[src/rtl/xge_wb_regs_if.sv]
// ---------------------------------------------------------------------------
// xge_wb_regs_if
// Wishbone management-port bundle between a bus master and the xge_wb_regs
// register file.
//   wb_adr_i  [7:0]  byte address (bits [1:0] unused by the slave)
//   wb_cyc_i         bus cycle valid
//   wb_stb_i         strobe
//   wb_we_i          1 = write, 0 = read
//   wb_dat_i  [31:0] write data
//   wb_ack_o         transfer acknowledge (one cycle per transfer)
//   wb_dat_o  [31:0] read data, valid only while wb_ack_o is high
//   wb_int_o         level interrupt request
// ---------------------------------------------------------------------------
interface xge_wb_regs_if;
    logic [7:0]  wb_adr_i;
    logic        wb_cyc_i;
    logic        wb_stb_i;
    logic        wb_we_i;
    logic [31:0] wb_dat_i;
    logic        wb_ack_o;
    logic [31:0] wb_dat_o;
    logic        wb_int_o;

    modport master (
        output wb_adr_i, wb_cyc_i, wb_stb_i, wb_we_i, wb_dat_i,
        input  wb_ack_o, wb_dat_o, wb_int_o
    );

    modport slave (
        input  wb_adr_i, wb_cyc_i, wb_stb_i, wb_we_i, wb_dat_i,
        output wb_ack_o, wb_dat_o, wb_int_o
    );
endinterface

[src/rtl/xge_wb_regs.sv]
// ---------------------------------------------------------------------------
// xge_wb_regs
// Wishbone slave register file for the MAC management port. Holds the MAC
// CONFIG word, a SCRATCH register, sticky interrupt PENDING bits with a MASK,
// and read-only views of the raw interrupt sources, core status and VERSION.
//   wb_clk_i        bus/register clock
//   wb_rst_i        asynchronous active-high reset
//   wb              Wishbone slave bundle (xge_wb_regs_if.slave)
//   int_src_i       interrupt event pulses, one event per high clock edge
//   status_i [31:0] core status, sampled when a read is accepted
//   cfg_o    [31:0] CONFIG register contents driven to the core
// Register map (wb_adr_i[7:2]):
//   0x00 CONFIG rw, 0x04 SCRATCH rw, 0x08 PENDING r / W1C, 0x0C MASK rw,
//   0x10 RAW ro, 0x14 STATUS ro, 0x18 VERSION ro; others read 0.
// ---------------------------------------------------------------------------
module xge_wb_regs #(
    parameter int          NUM_INT = 8,
    parameter logic [31:0] CFG_RST = 32'h0000_0003,
    parameter logic [31:0] VERSION = 32'h0001_0000
) (
    input  logic               wb_clk_i,
    input  logic               wb_rst_i,
    xge_wb_regs_if.slave       wb,
    input  logic [NUM_INT-1:0] int_src_i,
    input  logic [31:0]        status_i,
    output logic [31:0]        cfg_o
);

    localparam logic [5:0] ADR_CONFIG  = 6'h00;
    localparam logic [5:0] ADR_SCRATCH = 6'h01;
    localparam logic [5:0] ADR_PENDING = 6'h02;
    localparam logic [5:0] ADR_MASK    = 6'h03;
    localparam logic [5:0] ADR_RAW     = 6'h04;
    localparam logic [5:0] ADR_STATUS  = 6'h05;
    localparam logic [5:0] ADR_VERSION = 6'h06;

    logic               ack_q;
    logic [31:0]        dat_q;
    logic               int_q;
    logic [31:0]        cfg_q;
    logic [31:0]        scratch_q;
    logic [NUM_INT-1:0] pending_q;
    logic [NUM_INT-1:0] mask_q;

    logic               accept;
    logic               wr_en;
    logic [5:0]         reg_sel;
    logic [NUM_INT-1:0] w1c;
    logic [31:0]        rd_data;
    logic               unused_adr_bits;

    assign unused_adr_bits = ^wb.wb_adr_i[1:0];

    // Transfer decode. Gating accept with the current ack forces a gap cycle
    // between back-to-back transfers, so a held strobe yields one transfer
    // every two cycles. The read mux uses pre-edge register values, so a
    // PENDING read racing a new event returns the old contents.
    always_comb begin
        accept  = wb.wb_cyc_i & wb.wb_stb_i & ~ack_q;
        wr_en   = accept & wb.wb_we_i;
        reg_sel = wb.wb_adr_i[7:2];
        w1c     = '0;
        rd_data = '0;
        if (wr_en && reg_sel == ADR_PENDING) begin
            w1c = wb.wb_dat_i[NUM_INT-1:0];
        end
        case (reg_sel)
            ADR_CONFIG:  rd_data = cfg_q;
            ADR_SCRATCH: rd_data = scratch_q;
            ADR_PENDING: rd_data[NUM_INT-1:0] = pending_q;
            ADR_MASK:    rd_data[NUM_INT-1:0] = mask_q;
            ADR_RAW:     rd_data[NUM_INT-1:0] = int_src_i;
            ADR_STATUS:  rd_data = status_i;
            ADR_VERSION: rd_data = VERSION;
            default:     rd_data = '0;
        endcase
    end

    // Bus response: ack is a single-cycle pulse per accepted transfer and the
    // read data is registered alongside it, forced to zero whenever no read
    // is being acknowledged.
    always_ff @(posedge wb_clk_i or posedge wb_rst_i) begin
        if (wb_rst_i) begin
            ack_q <= 1'b0;
            dat_q <= '0;
        end else begin
            ack_q <= accept;
            dat_q <= (accept && !wb.wb_we_i) ? rd_data : 32'h0;
        end
    end

    // Writable registers. Writes land on the accepting edge; unmapped and
    // read-only addresses simply fall through and change nothing.
    always_ff @(posedge wb_clk_i or posedge wb_rst_i) begin
        if (wb_rst_i) begin
            cfg_q     <= CFG_RST;
            scratch_q <= '0;
            mask_q    <= '0;
        end else if (wr_en) begin
            case (reg_sel)
                ADR_CONFIG:  cfg_q     <= wb.wb_dat_i;
                ADR_SCRATCH: scratch_q <= wb.wb_dat_i;
                ADR_MASK:    mask_q    <= wb.wb_dat_i[NUM_INT-1:0];
                default:     ;
            endcase
        end
    end

    // Sticky interrupt pending bits. The OR with int_src_i comes after the
    // clear so an event arriving on the same edge as a W1C keeps the bit set.
    // The interrupt line is registered from the current register contents,
    // which places it one cycle behind any PENDING or MASK change.
    always_ff @(posedge wb_clk_i or posedge wb_rst_i) begin
        if (wb_rst_i) begin
            pending_q <= '0;
            int_q     <= 1'b0;
        end else begin
            pending_q <= (pending_q & ~w1c) | int_src_i;
            int_q     <= |(pending_q & mask_q);
        end
    end

    assign wb.wb_ack_o = ack_q;
    assign wb.wb_dat_o = dat_q;
    assign wb.wb_int_o = int_q;
    assign cfg_o       = cfg_q;

endmodule
[src/flat_wrapper.sv]
// flat-port wrapper written by rule: the top's interface ports become plain ports
module xge_wb_regs_flat 
#(
    parameter int          NUM_INT = 8,
    parameter logic [31:0] CFG_RST = 32'h0000_0003,
    parameter logic [31:0] VERSION = 32'h0001_0000
)
  (wb_clk_i, wb_rst_i, int_src_i, status_i, cfg_o, wb_wb_adr_i, wb_wb_cyc_i, wb_wb_stb_i, wb_wb_we_i, wb_wb_dat_i, wb_wb_ack_o, wb_wb_dat_o, wb_wb_int_o);
  xge_wb_regs_if wb_i ();
  input  logic wb_clk_i;
  input  logic wb_rst_i;
  input  logic [NUM_INT-1:0] int_src_i;
  input  logic [31:0] status_i;
  output logic [31:0] cfg_o;
  input wire logic [$bits(wb_i.wb_adr_i)-1:0] wb_wb_adr_i;
  input wire logic [$bits(wb_i.wb_cyc_i)-1:0] wb_wb_cyc_i;
  input wire logic [$bits(wb_i.wb_stb_i)-1:0] wb_wb_stb_i;
  input wire logic [$bits(wb_i.wb_we_i)-1:0] wb_wb_we_i;
  input wire logic [$bits(wb_i.wb_dat_i)-1:0] wb_wb_dat_i;
  output wire logic [$bits(wb_i.wb_ack_o)-1:0] wb_wb_ack_o;
  output wire logic [$bits(wb_i.wb_dat_o)-1:0] wb_wb_dat_o;
  output wire logic [$bits(wb_i.wb_int_o)-1:0] wb_wb_int_o;
  assign wb_i.wb_adr_i = wb_wb_adr_i;
  assign wb_i.wb_cyc_i = wb_wb_cyc_i;
  assign wb_i.wb_stb_i = wb_wb_stb_i;
  assign wb_i.wb_we_i = wb_wb_we_i;
  assign wb_i.wb_dat_i = wb_wb_dat_i;
  assign wb_wb_ack_o = wb_i.wb_ack_o;
  assign wb_wb_dat_o = wb_i.wb_dat_o;
  assign wb_wb_int_o = wb_i.wb_int_o;
  xge_wb_regs #(.NUM_INT(NUM_INT), .CFG_RST(CFG_RST), .VERSION(VERSION)) u_core (.wb_clk_i(wb_clk_i), .wb_rst_i(wb_rst_i), .wb(wb_i), .int_src_i(int_src_i), .status_i(status_i), .cfg_o(cfg_o));
endmodule
[config.mk]
export PLATFORM = sky130hd
export DESIGN_NAME = xge_wb_regs_flat
export DESIGN_NICKNAME = d
export VERILOG_FILES = /design/src/rtl/xge_wb_regs_if.sv /design/src/rtl/xge_wb_regs.sv /design/src/flat_wrapper.sv
export SDC_FILE = /design/constraint.sdc
export NUM_CORES = 1
export LEC_CHECK = 0
export ABC_CLOCK_PERIOD_IN_PS = 4000
export BUFFER_PORTS_ARGS = -buffer_cell sky130_fd_sc_hd__buf_4
export CELL_PAD_IN_SITES_DETAIL_PLACEMENT = 1
export CELL_PAD_IN_SITES_GLOBAL_PLACEMENT = 1
export CORE_UTILIZATION = 41
export CTS_CLUSTER_DIAMETER = 200
export CTS_CLUSTER_SIZE = 12
export DETAILED_ROUTE_END_ITERATION = 16
export PLACE_DENSITY = 0.84
export RECOVER_POWER = 100
export SLEW_MARGIN = 10
export SYNTH_ARGS = -nofsm -noshare
export SYNTH_HDL_FRONTEND = slang
export SYNTH_SLANG_ARGS = --single-unit
[constraint.sdc]
create_clock -name wb_clk_i -period 4 [get_ports wb_clk_i]
set_input_delay 0.2 -clock wb_clk_i [delete_from_list [all_inputs] [get_ports wb_clk_i]]
set_output_delay 0.2 -clock wb_clk_i [all_outputs]
set_load 0.02 [all_outputs]
# ---- Word level (Yosys, flattened, before mapping)
# Cells that the tools add are included.
dict set report word_totals {
  latchBits 0
  register_bits 114
  in_bits 85
  romBits 0
  ram_bits 0
  n_memories 0
}
dict set report classes {
  n_mul 0
  n_lt_le_gt_ge 0
  n_eq_ne 6
  n_mux 4
  bitwise_logic 8
  n_reduce_logical 8
  shift 0
  n_div 0
  n_addsub 0
}
# op count
set ops {}
lappend ops {{one-hot mux 24 bit (4 select lines)} 1}
lappend ops {{one-hot mux 8 bit (6 select lines)} 1}
lappend ops {{two-way mux 32 bit} 1}
lappend ops {{== test 6 x 3 -> 1 bit, second input constant} 3}
lappend ops {{AND 8 bit} 2}
lappend ops {{== test 6 x 2 -> 1 bit, second input constant} 2}
lappend ops {{two-way mux 8 bit} 1}
lappend ops {{NOT 8 bit} 1}
lappend ops {{OR 8 bit} 1}
lappend ops {{OR reduction 8 bit} 1}
lappend ops {{== test 6 x 1 -> 1 bit, second input constant} 1}
lappend ops {{logical NOT 6 bit} 1}
lappend ops {{AND reduction 2 bit} 3}
lappend ops {{AND 1 bit} 3}
lappend ops {{logical AND 1 bit} 2}
lappend ops {{logical NOT 1 bit} 1}
lappend ops {{NOT 1 bit} 1}

# ---- Depth between registers and ports, before layout
dict set report depth {
  ltp_word 8
  mapped_depth 7
}

# ---- Worst setup path after synthesis
# No wires, ideal clock.
dict set report synth_path {
  path_type {register -> register}
  start {register u_core.ack_q, in the netlist u_core.wb.wb_ack_o}
  end {register u_core.cfg_q[23], in the netlist u_core.cfg_o[23]}
  stages_incl_launch_ff 6
  path_buffers 2
  arrival_time_ns 1.576
  period_less_slack_ns 1.703
  path_slack_ns 2.297
  cell_sequence {dfrtp_1 -> and4b_1 -> buf_2 -> nand3_1 -> buf_2 -> mux2_1}
}
dict set report synth_via {
  elab_chain_len 4
}
# item line
set synth_rtl {}
lappend synth_rtl {{from (decl)} xge_wb_regs.sv:37} ;# logic ack_q;
lappend synth_rtl {{from (signal assigned)} xge_wb_regs.sv:87} ;# ack_q <= accept;
lappend synth_rtl {{NOT 1 bit} xge_wb_regs.sv:59} ;# accept = wb.wb_cyc_i & wb.wb_stb_i & ~ack_q;
lappend synth_rtl {{AND 1 bit} xge_wb_regs.sv:59}
lappend synth_rtl {{AND 1 bit} xge_wb_regs.sv:60} ;# wr_en = accept & wb.wb_we_i;
lappend synth_rtl {{AND reduction 2 bit (no source line)} -}
lappend synth_rtl {{to (signal assigned)} xge_wb_regs.sv:101} ;# ADR_CONFIG: cfg_q <= wb.wb_dat_i;
lappend synth_rtl {{to (decl)} xge_wb_regs.sv:40} ;# logic [31:0] cfg_q;
# Every way passes these cells.
# A chain may end at the register's enable or synchronous reset.

# ---- Worst setup path after layout
dict set report layout_path {
  start {register u_core.ack_q, in the netlist u_core.wb.wb_ack_o}
  end {register u_core.scratch_q[6]}
}
dict set report layout_via {
  elab_chain_len 4
}
# item line
set layout_rtl {}
lappend layout_rtl {{NOT 1 bit} xge_wb_regs.sv:59}
lappend layout_rtl {{AND 1 bit} xge_wb_regs.sv:59}
lappend layout_rtl {{AND 1 bit} xge_wb_regs.sv:60}
lappend layout_rtl {{AND reduction 2 bit (no source line)} -}
lappend layout_rtl {{to (signal assigned)} xge_wb_regs.sv:102} ;# ADR_SCRATCH: scratch_q <= wb.wb_dat_i;
lappend layout_rtl {{to (decl)} xge_wb_regs.sv:41} ;# logic [31:0] scratch_q;
# Every way passes these cells.

==> metrics.yaml <==
outcome:
  status: "finished, violations left"
  violations: "max-capacitance violations, max-slew violations"
setup_path:
  critPathMaxStageDelay_ns: 1.47
  cp_cell_sequence: "and4b_1 > and3_1 > mux2_2"
  worstPathRequired_ns: 4.29
  critical-path-top-delay-family: "simple AND/OR/NAND/NOR gates"
  path_buf_inv: 0
  cp-end-kind: "flop"
  slowest_stage: "and3_1"
  arrival_ns: 3.34
  worstSetupPathType: "flop to flop"
  crit_fanout: 32
  start_kind: "flop"
cts:
  htreeDepth: 4
  clk_pin_slew_ns: 0.05
  cts.sinks: 114
  clockBufferDepth: 2
  insertion_delay_ns: 0.41
  tritoncts: "built"
  cts-resized-gates: 0
  cts_root_buf: "clkbuf_16"
  cts_made_buffers: 17
synth:
  syn_nets: 500
  synth_cell_types: 39
  syn_inst: 415
  synth_edf_count: 0
  yosysSeqAreaShare_pct: 55.2
  synth_ff_type: "dfrtp_1"
  synth.top_cells.by_area: "dfrtp_1 54%, mux2_2 9.4%, nand3_1 7.4%"
  ys_warn_count: 0
  synth_top_area_share_pct: 54.2
  synth_area_per_cell_um2: 12.5
  synth_area_leader_cell: "dfrtp_1"
  synthArstFlopShare_pct: 100
  netlist_area_mm2: 0.00517
  ys_ff_latch: 114
global_routing:
  grt_use_met3_pct: 5.40
  grt_start_max_net_pins: 60
  top_usage_layer: "met2"
  gr-usage-all-layers_pct: 26.1
  grt_overflow_total: 0
  grt_use_met2_pct: 46.1
  grt_pass1_wl_um: 25300
  antenna_found_initial: 0
  grt_pass1_vias: 4723
  met1_usage_pct: 31.3
cells_and_area:
  final_area_mm2: 0.00683
  num-nets-final: 646
  insertedDiodeCount: 0
  areaGrowthSynthToFinish_pct: 32.0
  drive_above_1_share_pct: 29.6
  fillCellCount: 1299
timing:
  finalCriticalPeriod_ns: 3.04
  fmaxAchievable_mhz: 328
  fin_ws_ns: 0.955
  rsz0062_at_grt: "false"
  finalHoldViolCount: 0
  period_share_pct: 76.1
  fin_tns_setup_ns: 0
  slew_viol_final: 33
  relSlewSlack_pct: -19.5
  skew_ns: 0.00530
  setup_viol: 0
  worst_pin_slew_ns: 1.79
floorplanning:
  initial_core_util_pct: 42.5
  rows: 40
  core_area_mm2: 0.0122
  chipHeight_um: 114
  ioPinCount: 151
  dieWidth_um: 114
  die_area_mm2: 0.0131
flow_run:
  cap_viol_max_count: 1
hold_path:
  timing.hold.worst.class: "input port to flop"
placed_design:
  port_buffers: 148
  pre_cts_ws_ns: 1.52
  place.gp.congestion: 0.782
  place_area_mm2: 0.00640
  place_hpwl_um: 10200
route:
  vias: 4206
  drt_iter0_markers: 210
  drc: 0
  routedWlPerCell_um: 21.6
  vias_per_cell: 5.67
  wirelength_um: 16100
  ant_nets: 0
  firstDrtPassIters: 4
power:
  vdd_ir_drop_max_mv: 0.251
  cellLeakagePower_nw: 3.08
  p_per_area_mw_per_mm2: 439
-- where the power goes --
group	switching, W	total [W]	internal (W)
combinational	0.000149	0.000258	0.000110
clock	0.000513	0.00153	0.00102
sequential	0.0000234	0.00121	0.00119
-- sequential cells by signal (all words and copies together), names as in the netlist --
signal and count:
u_core.pending_q 8, u_core.scratch_q 32, u_core.wb.wb_dat_o 32, u_core.wb.wb_int_o 1
u_core.cfg_o 32, u_core.wb.wb_ack_o 1, u_core.mask_q 8
-- synth_stat cells (2+ instances only) --
| master | n |
|---|---|
| mux4_2 | 2 |
| a311oi_1 | 23 |
| and3b_1 | 2 |
| a221o_1 | 3 |
| buf_4 | 5 |
| a2111oi_0 | 3 |
| mux2_1 | 32 |
| mux2_2 | 43 |
| a21oi_1 | 3 |
| nand3_1 | 76 |
| or4_1 | 4 |
| o211ai_1 | 2 |
| nand2_1 | 2 |
| clkbuf_1 | 19 |
| o221ai_1 | 3 |
| dfstp_2 | 2 |
| nor2b_1 | 11 |
| a22oi_1 | 4 |
| a21o_1 | 8 |
| nor2_1 | 2 |
| nand4_1 | 12 |
| mux2i_1 | 12 |
| buf_2 | 13 |
| and3_1 | 3 |
| dfrtp_1 | 112 |
-- layout by cell type, fill, tap and decap left out, drive strengths merged --
cell         instances
nor2b               11
a221o                3
a2111oi              3
a21o                 8
mux2i               12
a32oi                1
dlygate4sd3          9
a211oi               1
nand2b               1
and3                 3
mux2                75
bufinv               2
and4b                1
or4bb                1
a21oi                3
nor4                 1
clkinvlp             2
xnor2                1
o221ai               3
dfstp                2
a22oi                4
dfrtp              112
and3b                2
clkinv               1
nand2                2
or4                  4
nand4               12
o21ai                1
or4b                 1
nor2                 2
buf                 88
a311oi              23
o211ai               2
nor4bb               1
mux4                 2
nand3               76
clkbuf              97
nor3                 1
-- through the flow --
| step | instances | hold WS [ns] | power, W | util, % |
|---|---|---|---|---|
| 2_1_floorplan | 415 | 0.292 | 0.00135 | - |
| 5_1_grt | 742 | 0.00933 | 0.00309 | 56.1 |
| 3_5_place_dp | 701 | 0.0967 | 0.00150 | 52.6 |
| 3_3_place_gp | 701 | 0.0957 | 0.00149 | 52.6 |
| 4_1_cts | 742 | 0.00373 | 0.00304 | 58.3 |
| 6_report | 742 | 0.0152 | 0.00300 | 56.1 |
-- cells by family (layout without fill, tap and decap cells) --
group	count (synthesis)	after routing	share of synthesized area [%]
simple gates	119	119	13.1
flops	114	114	55.2
mux	89	89	19.5
compound gates	52	52	8.23
buf+inv	40	199	3.73
xor+xnor	1	1	0.169
-- worst paths after layout --
check / startpoint / end / depth (start not counted) / slack [ns]
max: u_core.wb.wb_ack_o / u_core.scratch_q[6] / 3 / 0.96
min: wb_wb_dat_i[12] / u_core.scratch_q[12] / 2 / 0.02
max reg2reg: u_core.wb.wb_ack_o / u_core.scratch_q[6] / 3 / 0.96
min reg2reg: u_core.scratch_q[23] / u_core.scratch_q[23] / 1 / 0.48
max in group asynchronous: wb_rst_i / u_core.wb.wb_ack_o / 4 / 2.03
min in group asynchronous: wb_rst_i / u_core.scratch_q[5] / 3 / 0.31
-- worst register-to-register path: cells and delay by family, from the launching register on --
kind | cells | cell delay [ns]
AND/OR/NAND/NOR | 2 | 2.06
multiplexers | 1 | 0.46
flip-flops | 1 | 0.41
-- timing repair --
item / 4_1_cts / 5_1_grt
hold buffers: 9 / 0
hold endpoints to repair: 15 / 0
buffers inserted: 0 / 0
-- layout make-up --
cell class                      instances  area [um2]  area share [%]
Sequential cell                       114        2860            41.8
Clock buffer                           28         527            7.72
Tap cell                              168         210            3.08
Timing Repair Buffer                  166        1020            14.9
Inverter                                1        5.00          0.0733
Multi-Input combinational cell        261        2140            31.4
Clock inverter                          4        72.6            1.06
-- routing by layer --
| metal | vias to the layer above | share of wire [%] |
|---|---|---|
| li1 | 1867 | - |
| met1 | 2149 | 42 |
| met2 | 162 | 51 |
| met3 | 28 | 5.0 |
| met4 | 0 | 2.0 |
| met5 | - | 0 |
(Power assumes the default switching activity.)
